**src/rtl/i2c_regs_pkg.sv**
```systemverilog
// i2c_regs_pkg
//   Shared definitions for the I2C register endpoint: register addresses,
//   fixed identification values and the protocol FSM state encoding.
package i2c_regs_pkg;

  localparam logic [7:0] ADDR_DEVICE_ID   = 8'h00;
  localparam logic [7:0] ADDR_VERSION_MAJ = 8'h01;
  localparam logic [7:0] ADDR_VERSION_MIN = 8'h02;
  localparam logic [7:0] ADDR_SCRATCH0    = 8'h05;
  localparam logic [7:0] ADDR_SCRATCH1    = 8'h06;
  localparam logic [7:0] ADDR_LINK_CAPS   = 8'h10;
  localparam logic [7:0] ADDR_LED_OUT     = 8'h20;
  localparam logic [7:0] ADDR_SW_IN       = 8'h22;
  localparam logic [7:0] ADDR_SPI_STAT    = 8'h24;
  localparam logic [7:0] ADDR_SPI_RX      = 8'h25;

  localparam logic [7:0] DEVICE_ID_VAL    = 8'hA7;
  localparam logic [7:0] VERSION_MAJ_VAL  = 8'h01;
  localparam logic [7:0] VERSION_MIN_VAL  = 8'h00;
  localparam logic [7:0] LINK_CAPS_VAL    = 8'b00_01_0_1_0_1;

  typedef enum logic [3:0] {
    ST_IDLE,
    ST_ADDR,
    ST_ADDR_ACK,
    ST_PTR,
    ST_PTR_ACK,
    ST_WDATA,
    ST_WDATA_ACK,
    ST_RDATA,
    ST_RDATA_ACK,
    ST_IGNORE
  } i2c_state_e;

endpackage

```
**src/rtl/i2c_reg_file.sv**
```systemverilog
// i2c_reg_file
//   8-bit register map behind the I2C protocol engine.
//   Ports:
//     clk, rst_n        clock, asynchronous active-low reset
//     reg_addr          register address (current pointer)
//     reg_wdata/reg_wr  write data and 1-clk write strobe
//     reg_rd            1-clk read strobe (map has no read side effects)
//     reg_rdata         combinational read data for reg_addr
//     sw_sync           already-synchronized switch inputs
//     spi_active        SPI link status
//     spi_rx_byte       last SPI received byte
//     led_out           LED drive (LED_OUT register)
module i2c_reg_file
  import i2c_regs_pkg::*;
(
  input  logic       clk,
  input  logic       rst_n,
  input  logic [7:0] reg_addr,
  input  logic [7:0] reg_wdata,
  input  logic       reg_wr,
  input  logic       reg_rd,
  output logic [7:0] reg_rdata,
  input  logic [7:0] sw_sync,
  input  logic       spi_active,
  input  logic [7:0] spi_rx_byte,
  output logic [7:0] led_out
);

  logic [7:0] scratch0_q, scratch0_d;
  logic [7:0] scratch1_q, scratch1_d;
  logic [7:0] led_q, led_d;
  logic       unused_rd;

  // No register in this map clears or changes on read.
  assign unused_rd = reg_rd;

  always_comb begin
    scratch0_d = scratch0_q;
    scratch1_d = scratch1_q;
    led_d      = led_q;
    // Writes to read-only or unmapped addresses fall through and are dropped.
    if (reg_wr) begin
      case (reg_addr)
        ADDR_SCRATCH0: scratch0_d = reg_wdata;
        ADDR_SCRATCH1: scratch1_d = reg_wdata;
        ADDR_LED_OUT:  led_d      = reg_wdata;
        default: ;
      endcase
    end
  end

  always_ff @(posedge clk or negedge rst_n) begin
    if (!rst_n) begin
      scratch0_q <= 8'h00;
      scratch1_q <= 8'h00;
      led_q      <= 8'h00;
    end else begin
      scratch0_q <= scratch0_d;
      scratch1_q <= scratch1_d;
      led_q      <= led_d;
    end
  end

  always_comb begin
    reg_rdata = 8'h00;
    case (reg_addr)
      ADDR_DEVICE_ID:   reg_rdata = DEVICE_ID_VAL;
      ADDR_VERSION_MAJ: reg_rdata = VERSION_MAJ_VAL;
      ADDR_VERSION_MIN: reg_rdata = VERSION_MIN_VAL;
      ADDR_SCRATCH0:    reg_rdata = scratch0_q;
      ADDR_SCRATCH1:    reg_rdata = scratch1_q;
      ADDR_LINK_CAPS:   reg_rdata = LINK_CAPS_VAL;
      ADDR_LED_OUT:     reg_rdata = led_q;
      ADDR_SW_IN:       reg_rdata = sw_sync;
      ADDR_SPI_STAT:    reg_rdata = {7'b0, spi_active};
      ADDR_SPI_RX:      reg_rdata = spi_rx_byte;
      default:          reg_rdata = 8'h00;
    endcase
  end

  assign led_out = led_q;

endmodule

```
**src/rtl/i2c_slave_regs.sv**
```systemverilog
// i2c_slave_regs
//   I2C target endpoint: input synchronizers, bit-level protocol FSM and the
//   register file that drives LEDs and reports switches / SPI status.
//   Ports:
//     clk, rst_n        system clock, asynchronous active-low reset
//     scl_i, sda_i      I2C pad inputs (asynchronous)
//     sda_o, sda_oe     open-drain SDA drive (sda_o fixed low)
//     led_out           LED drive
//     sw_in             board switches (asynchronous)
//     spi_active        SPI link status
//     spi_rx_byte       last SPI received byte
module i2c_slave_regs
  import i2c_regs_pkg::*;
#(
  parameter logic [6:0] SLAVE_ADDR = 7'h50
) (
  input  logic       clk,
  input  logic       rst_n,
  input  logic       scl_i,
  input  logic       sda_i,
  output logic       sda_o,
  output logic       sda_oe,
  output logic [7:0] led_out,
  input  logic [7:0] sw_in,
  input  logic       spi_active,
  input  logic [7:0] spi_rx_byte
);

  // Synchronizers plus one extra stage on SCL/SDA for edge detection.
  // Bus lines reset high (idle bus) so reset release creates no false edge.
  logic       scl_meta_q, scl_q, scl_prev_q;
  logic       sda_meta_q, sda_q, sda_prev_q;
  logic [7:0] sw_meta_q, sw_sync_q;

  always_ff @(posedge clk or negedge rst_n) begin
    if (!rst_n) begin
      scl_meta_q <= 1'b1;
      scl_q      <= 1'b1;
      scl_prev_q <= 1'b1;
      sda_meta_q <= 1'b1;
      sda_q      <= 1'b1;
      sda_prev_q <= 1'b1;
      sw_meta_q  <= 8'h00;
      sw_sync_q  <= 8'h00;
    end else begin
      scl_meta_q <= scl_i;
      scl_q      <= scl_meta_q;
      scl_prev_q <= scl_q;
      sda_meta_q <= sda_i;
      sda_q      <= sda_meta_q;
      sda_prev_q <= sda_q;
      sw_meta_q  <= sw_in;
      sw_sync_q  <= sw_meta_q;
    end
  end

  logic       scl_rise, scl_fall, bus_start, bus_stop;
  logic [7:0] rx_byte;

  logic [7:0] shift_q;

  assign scl_rise  = scl_q & ~scl_prev_q;
  assign scl_fall  = ~scl_q & scl_prev_q;
  assign bus_start = scl_q & scl_prev_q & sda_prev_q & ~sda_q;
  assign bus_stop  = scl_q & scl_prev_q & ~sda_prev_q & sda_q;
  // Byte as it will look once the bit on this SCL rise is shifted in.
  assign rx_byte   = {shift_q[6:0], sda_q};

  i2c_state_e state_q;
  logic [2:0] bit_cnt_q;
  logic [7:0] ptr_q;
  logic       rw_q;
  logic       sda_oe_q;
  logic       load_pending_q;
  logic       reg_wr_q;
  logic       reg_rd_q;
  logic [7:0] reg_wdata_q;
  logic [7:0] reg_rdata;

  // In the ACK states sda_oe_q doubles as the phase flag: the first SCL fall
  // starts driving the ACK, the second one ends it.
  always_ff @(posedge clk or negedge rst_n) begin
    if (!rst_n) begin
      state_q        <= ST_IDLE;
      bit_cnt_q      <= 3'd0;
      shift_q        <= 8'h00;
      ptr_q          <= 8'h00;
      rw_q           <= 1'b0;
      sda_oe_q       <= 1'b0;
      load_pending_q <= 1'b0;
      reg_wr_q       <= 1'b0;
      reg_rd_q       <= 1'b0;
      reg_wdata_q    <= 8'h00;
    end else begin
      reg_wr_q <= 1'b0;
      reg_rd_q <= 1'b0;
      if (bus_stop) begin
        state_q        <= ST_IDLE;
        sda_oe_q       <= 1'b0;
        load_pending_q <= 1'b0;
      end else if (bus_start) begin
        state_q        <= ST_ADDR;
        bit_cnt_q      <= 3'd0;
        load_pending_q <= 1'b0;
      end else begin
        case (state_q)
          ST_ADDR: if (scl_rise) begin
            shift_q   <= rx_byte;
            bit_cnt_q <= bit_cnt_q + 3'd1;
            if (bit_cnt_q == 3'd7) begin
              if (rx_byte[7:1] == SLAVE_ADDR) begin
                state_q <= ST_ADDR_ACK;
                rw_q    <= rx_byte[0];
              end else begin
                state_q <= ST_IGNORE;
              end
            end
          end
          ST_ADDR_ACK: if (scl_fall) begin
            if (!sda_oe_q) begin
              sda_oe_q <= 1'b1;
            end else if (rw_q) begin
              // End of address ACK on a read: fetch and present bit 7 at once.
              state_q   <= ST_RDATA;
              shift_q   <= reg_rdata;
              sda_oe_q  <= ~reg_rdata[7];
              reg_rd_q  <= 1'b1;
              bit_cnt_q <= 3'd0;
            end else begin
              state_q   <= ST_PTR;
              sda_oe_q  <= 1'b0;
              bit_cnt_q <= 3'd0;
            end
          end
          ST_PTR: if (scl_rise) begin
            shift_q   <= rx_byte;
            bit_cnt_q <= bit_cnt_q + 3'd1;
            if (bit_cnt_q == 3'd7) begin
              ptr_q   <= rx_byte;
              state_q <= ST_PTR_ACK;
            end
          end
          ST_PTR_ACK: if (scl_fall) begin
            if (!sda_oe_q) begin
              sda_oe_q <= 1'b1;
            end else begin
              sda_oe_q  <= 1'b0;
              state_q   <= ST_WDATA;
              bit_cnt_q <= 3'd0;
            end
          end
          ST_WDATA: if (scl_rise) begin
            shift_q   <= rx_byte;
            bit_cnt_q <= bit_cnt_q + 3'd1;
            if (bit_cnt_q == 3'd7) begin
              reg_wr_q    <= 1'b1;
              reg_wdata_q <= rx_byte;
              state_q     <= ST_WDATA_ACK;
            end
          end
          ST_WDATA_ACK: if (scl_fall) begin
            if (!sda_oe_q) begin
              sda_oe_q <= 1'b1;
            end else begin
              // Pointer advances only after the write strobe has used it.
              sda_oe_q  <= 1'b0;
              ptr_q     <= ptr_q + 8'd1;
              state_q   <= ST_WDATA;
              bit_cnt_q <= 3'd0;
            end
          end
          ST_RDATA: begin
            if (scl_fall) begin
              if (load_pending_q) begin
                shift_q        <= reg_rdata;
                sda_oe_q       <= ~reg_rdata[7];
                reg_rd_q       <= 1'b1;
                load_pending_q <= 1'b0;
                bit_cnt_q      <= 3'd0;
              end else begin
                shift_q  <= shift_q << 1;
                sda_oe_q <= ~shift_q[6];
              end
            end else if (scl_rise) begin
              bit_cnt_q <= bit_cnt_q + 3'd1;
              if (bit_cnt_q == 3'd7) begin
                state_q <= ST_RDATA_ACK;
              end
            end
          end
          ST_RDATA_ACK: begin
            if (scl_fall) begin
              sda_oe_q <= 1'b0;
            end else if (scl_rise) begin
              if (!sda_q) begin
                ptr_q          <= ptr_q + 8'd1;
                state_q        <= ST_RDATA;
                load_pending_q <= 1'b1;
              end else begin
                state_q <= ST_IGNORE;
              end
            end
          end
          default: ;
        endcase
      end
    end
  end

  i2c_reg_file u_reg_file (
    .clk         (clk),
    .rst_n       (rst_n),
    .reg_addr    (ptr_q),
    .reg_wdata   (reg_wdata_q),
    .reg_wr      (reg_wr_q),
    .reg_rd      (reg_rd_q),
    .reg_rdata   (reg_rdata),
    .sw_sync     (sw_sync_q),
    .spi_active  (spi_active),
    .spi_rx_byte (spi_rx_byte),
    .led_out     (led_out)
  );

  assign sda_o  = 1'b0;
  assign sda_oe = sda_oe_q;

endmodule

```
**config.mk**
```make
export PLATFORM = sky130hd
export DESIGN_NAME = i2c_slave_regs
export DESIGN_NICKNAME = d
export VERILOG_FILES = /design/src/rtl/i2c_regs_pkg.sv /design/src/rtl/i2c_reg_file.sv /design/src/rtl/i2c_slave_regs.sv
export SDC_FILE = /design/constraint.sdc
export NUM_CORES = 1
export LEC_CHECK = 0
export BUFFER_PORTS_ARGS = -buffer_cell sky130_fd_sc_hd__buf_2
export CORE_MARGIN = 1.5
export CORE_UTILIZATION = 51
export CTS_CLUSTER_DIAMETER = 100
export DETAILED_ROUTE_END_ITERATION = 16
export PLACE_DENSITY = 0.75
export SKIP_LAST_GASP = 1
export SLEW_MARGIN = 20
export SYNTH_ARGS = -nofsm -noshare
export SYNTH_HDL_FRONTEND = slang
export SYNTH_SLANG_ARGS = --single-unit
```
**constraint.sdc**
```tcl
create_clock -name clk -period 4.4 [get_ports clk]
set_input_delay 0.44 -clock clk [delete_from_list [all_inputs] [get_ports clk]]
set_output_delay 0.44 -clock clk [all_outputs]
set_load 0.02 [all_outputs]
```
==> flow_metrics.tcl <==
set metrics [dict create \
    status "finished clean" \
    die_area_um2 8950 \
    utilization_pct 56.8 \
    grt_pass1_wl_um 16400 \
    slowest_delay_ns 0.53 \
    synthAdderAreaFrac_pct 1.75 \
    worstReg2RegStart "ptr_q[0]" \
    antenna_found_initial 0 \
    worstPathArrival_ns 2.90 \
    drc 0 \
    die_x_um 94.6 \
    path_clk_slew_ns 0.09 \
    async_flop_share_pct 100 \
    synth_area_um2 4280 \
    synth-compound-area-share_pct 17.1 \
    wl_per_cell_um 19.0 \
    syn_inst 400 \
    startpoint "ptr_q[0]" \
    start_kind "register" \
    p_leak_nw 2.07 \
    rsz0062_at_grt "no" \
    dr.pass1.iters 5 \
    n_antenna_cell 0 \
    synth.yosys.seq_area_share_pct 46.9 \
    gp_congestion 0.997 \
    setup_viol 0 \
    io-pin-count 31 \
    muxShareOfSynthArea_pct 12.3 \
    core_um2 8180 \
    area.growth.synth_to_final_pct 8.42 \
    rows 33 \
    grt_max_degree 81 \
    yosys_warnings 0 \
    crit_slowest_cell "nand4_1" \
    vdd_drop_max_mv 0.209 \
    drive_above_1_share_pct 22.9 \
    timing.final.max_slew_violations 0 \
    hold_slack_ns 0.172 \
    die_y_um 94.6 \
    path_depth 5 \
    yosys.area_share.simple_pct 17.6 \
    post-cts-setup-buffers 0 \
    hold_viol_final 0 \
    clk_latency_ns 0.36 \
    yosys.area_share.xor_xnor_pct 0.409 \
    endpoint "u_reg_file.led_out[7]" \
    required_ns 4.64 \
    avgSynthCellArea_um2 10.7 \
    worstMarginPinSlew_ns 0.979 \
    cap_violations 0 \
    cp-end-kind "register" \
    nNetsFinal 441 \
    layout_setup_ws_ns 1.74 \
    ctsHoldBuffers 0 \
    ys_ff_latch 80 \
    cp_top_family "simple AND/OR/NAND/NOR gates" \
    cts_resized 0 \
    vias_per_cell 6.32 \
    clock.fmax_mhz 376 \
    finalSetupTns_ns 0 \
    synth_top_family_by_area "simple AND/OR/NAND/NOR gates" \
    ant_nets 0 \
    postLayoutCellArea_um2 4640 \
    yosysUniqueCellTypes 70 \
    powerDensity_nw_per_um2 327 \
    hpwl_um 6700 \
    max_slew_margin_pct 34.7 \
    start_util_pct 52.4 \
    placed_area_um2 4440 \
    numPortBuffers 29 \
    gr-total-overflow 0 \
    syn-num-nets 427 \
    hold_path_class "primary input to register" \
    fin_crit_sh_pct 60.5 \
    synth-edff-count 0 \
    cts_tree "built" \
    dp_slack_ns 1.79 \
    grt_pass1_vias 3167 \
    worst_hold_startpoint "sda_i" \
    crit_chain "inv_1, ha_1, nor3b_1, nand4_1, mux2_2" \
    wirelength_um 9940 \
    ys_dominant_reg_cell "dfrtp_1" \
    drtIter0Drc 404 \
    path_class "register to register" \
    min_period_ns 2.66 \
    cts-htree-levels 3 \
    reg2reg_to "u_reg_file.led_out[7]" \
    rr_worst_depth 5 \
    skew_ns 0.0114 \
    cts_buffers 9 \
    r2r_setup_slack_ns 1.74 \
    cts_buffer_depth 2 \
    clock-sinks 80 \
    worst-path-max-fanout 10 \
    grt_usage_pct 24.0 \
    root_buffer "clkbuf_8" \
    path_buf_inv 1 \
    num_vias 3314 \
]
-- Yosys cell counts (7+ instances only) --
cell type / n / area, um^2
a211oi_1: 8 / 60.1
a21oi_1: 13 / 65.1
a22oi_1: 14 / 105
a2bb2oi_1: 7 / 61.3
buf_2: 11 / 55.1
clkbuf_1: 10 / 37.5
dfrtp_1: 74 / 1850
inv_1: 10 / 37.5
mux2_2: 23 / 259
mux2_4: 8 / 120
mux2i_1: 8 / 80.1
nand2_1: 21 / 78.8
nand2b_1: 9 / 56.3
nand3_1: 11 / 55.1
nor2_1: 19 / 71.3
nor2b_1: 11 / 68.8
nor3_1: 13 / 65.1
o21ai_0: 18 / 90.1
-- flip-flops by register name, summed over array words and instances (netlist names) --
register	count
rw_q	1
u_reg_file.led_out	8
reg_wdata_q	8
scl_q	1
state_q	4
sw_meta_q	8
scl_meta_q	1
sw_sync_q	8
scl_prev_q	1
sda_q	1
shift_q	7
bit_cnt_q	3
u_reg_file.scratch0_q	8
u_reg_file.scratch1_q	8
sda_prev_q	1
sda_meta_q	1
reg_wr_q	1
ptr_q	8
load_pending_q	1
sda_oe	1
-- where the power goes --
part	leakage (nW)	switching, mW	total [mW]	internal (mW)
clock network	0.101	0.296	0.564	0.268
logic	0.933	0.0674	0.123	0.0556
registers	1.03	0.0554	0.828	0.773
total	2.07	0.419	1.52	1.10
-- metal layers --
metal	global-route usage (%)	part of all wire, %
met2	36.4	46
met4	9.20	2.8
met5	0	0
met3	4.43	5.7
met1	34.0	45
-- layout by cell type, fill, tap and decap left out, types with 7 or more instances in the layout --
cell,count
nand3_1,11
inv_1,10
nor2b_1,11
mux2_4,8
mux2i_1,8
nor2_1,19
a22oi_1,14
clkbuf_8,9
buf_2,28
a211oi_1,8
nand2_1,21
dfrtp_1,74
nand2b_1,9
a2bb2oi_1,7
nor3_1,13
o21ai_0,18
a21oi_1,13
mux2_2,23
-- worst min path at each step --
stage	endpoint	slack (ns)	cells after the start
2_1_floorplan	bit_cnt_q[0]	0.14	0
3_3_place_gp	sw_sync_q[4]	0.33	0
3_5_place_dp	sw_sync_q[7]	0.33	0
4_1_cts	sda_meta_q	0.17	1
5_1_grt	sda_meta_q	0.17	1
6_report	sda_meta_q	0.17	1
-- cell families (layout without fill, tap and decap cells) --
family / Yosys count / after routing
AND/OR/NAND/NOR: 126 / 126
buffers and inverters: 37 / 56
XOR/XNOR: 2 / 2
other: 1 / 1
multiplexers: 45 / 45
AO/OA/AOI/OAI: 103 / 103
flip-flops: 80 / 80
adder cells (fa/ha/maj): 6 / 6
-- metrics by stage --
step / total power, mW / cells
finish: 1.52 / 524
global route: 1.57 / 524
CTS: 1.52 / 524
detailed placement: 0.962 / 508
global placement: 0.956 / 508
floorplan: 0.902 / 400
-- cell type report --
| cell class | count | area, um^2 |
|---|---|---|
| well taps | 105 | 131 |
| inverters | 10 | 37.5 |
| flip-flops and latches | 80 | 2010 |
| repair buffers | 30 | 155 |
| fillers | 700 | 3530 |
| clock inverters | 7 | 77.6 |
| clock buffers | 9 | 124 |
| multi-input cells | 283 | 2110 |
-- worst reg2reg max path, cell delays in order (launching register included) --
cell and delay [ns]:
dfrtp_1 0.43, inv_1 0.14, ha_1 0.48, nor3b_1 0.50, nand4_1 0.53, mux2_2 0.46
Note: power is estimated with default switching activity, not from simulation.
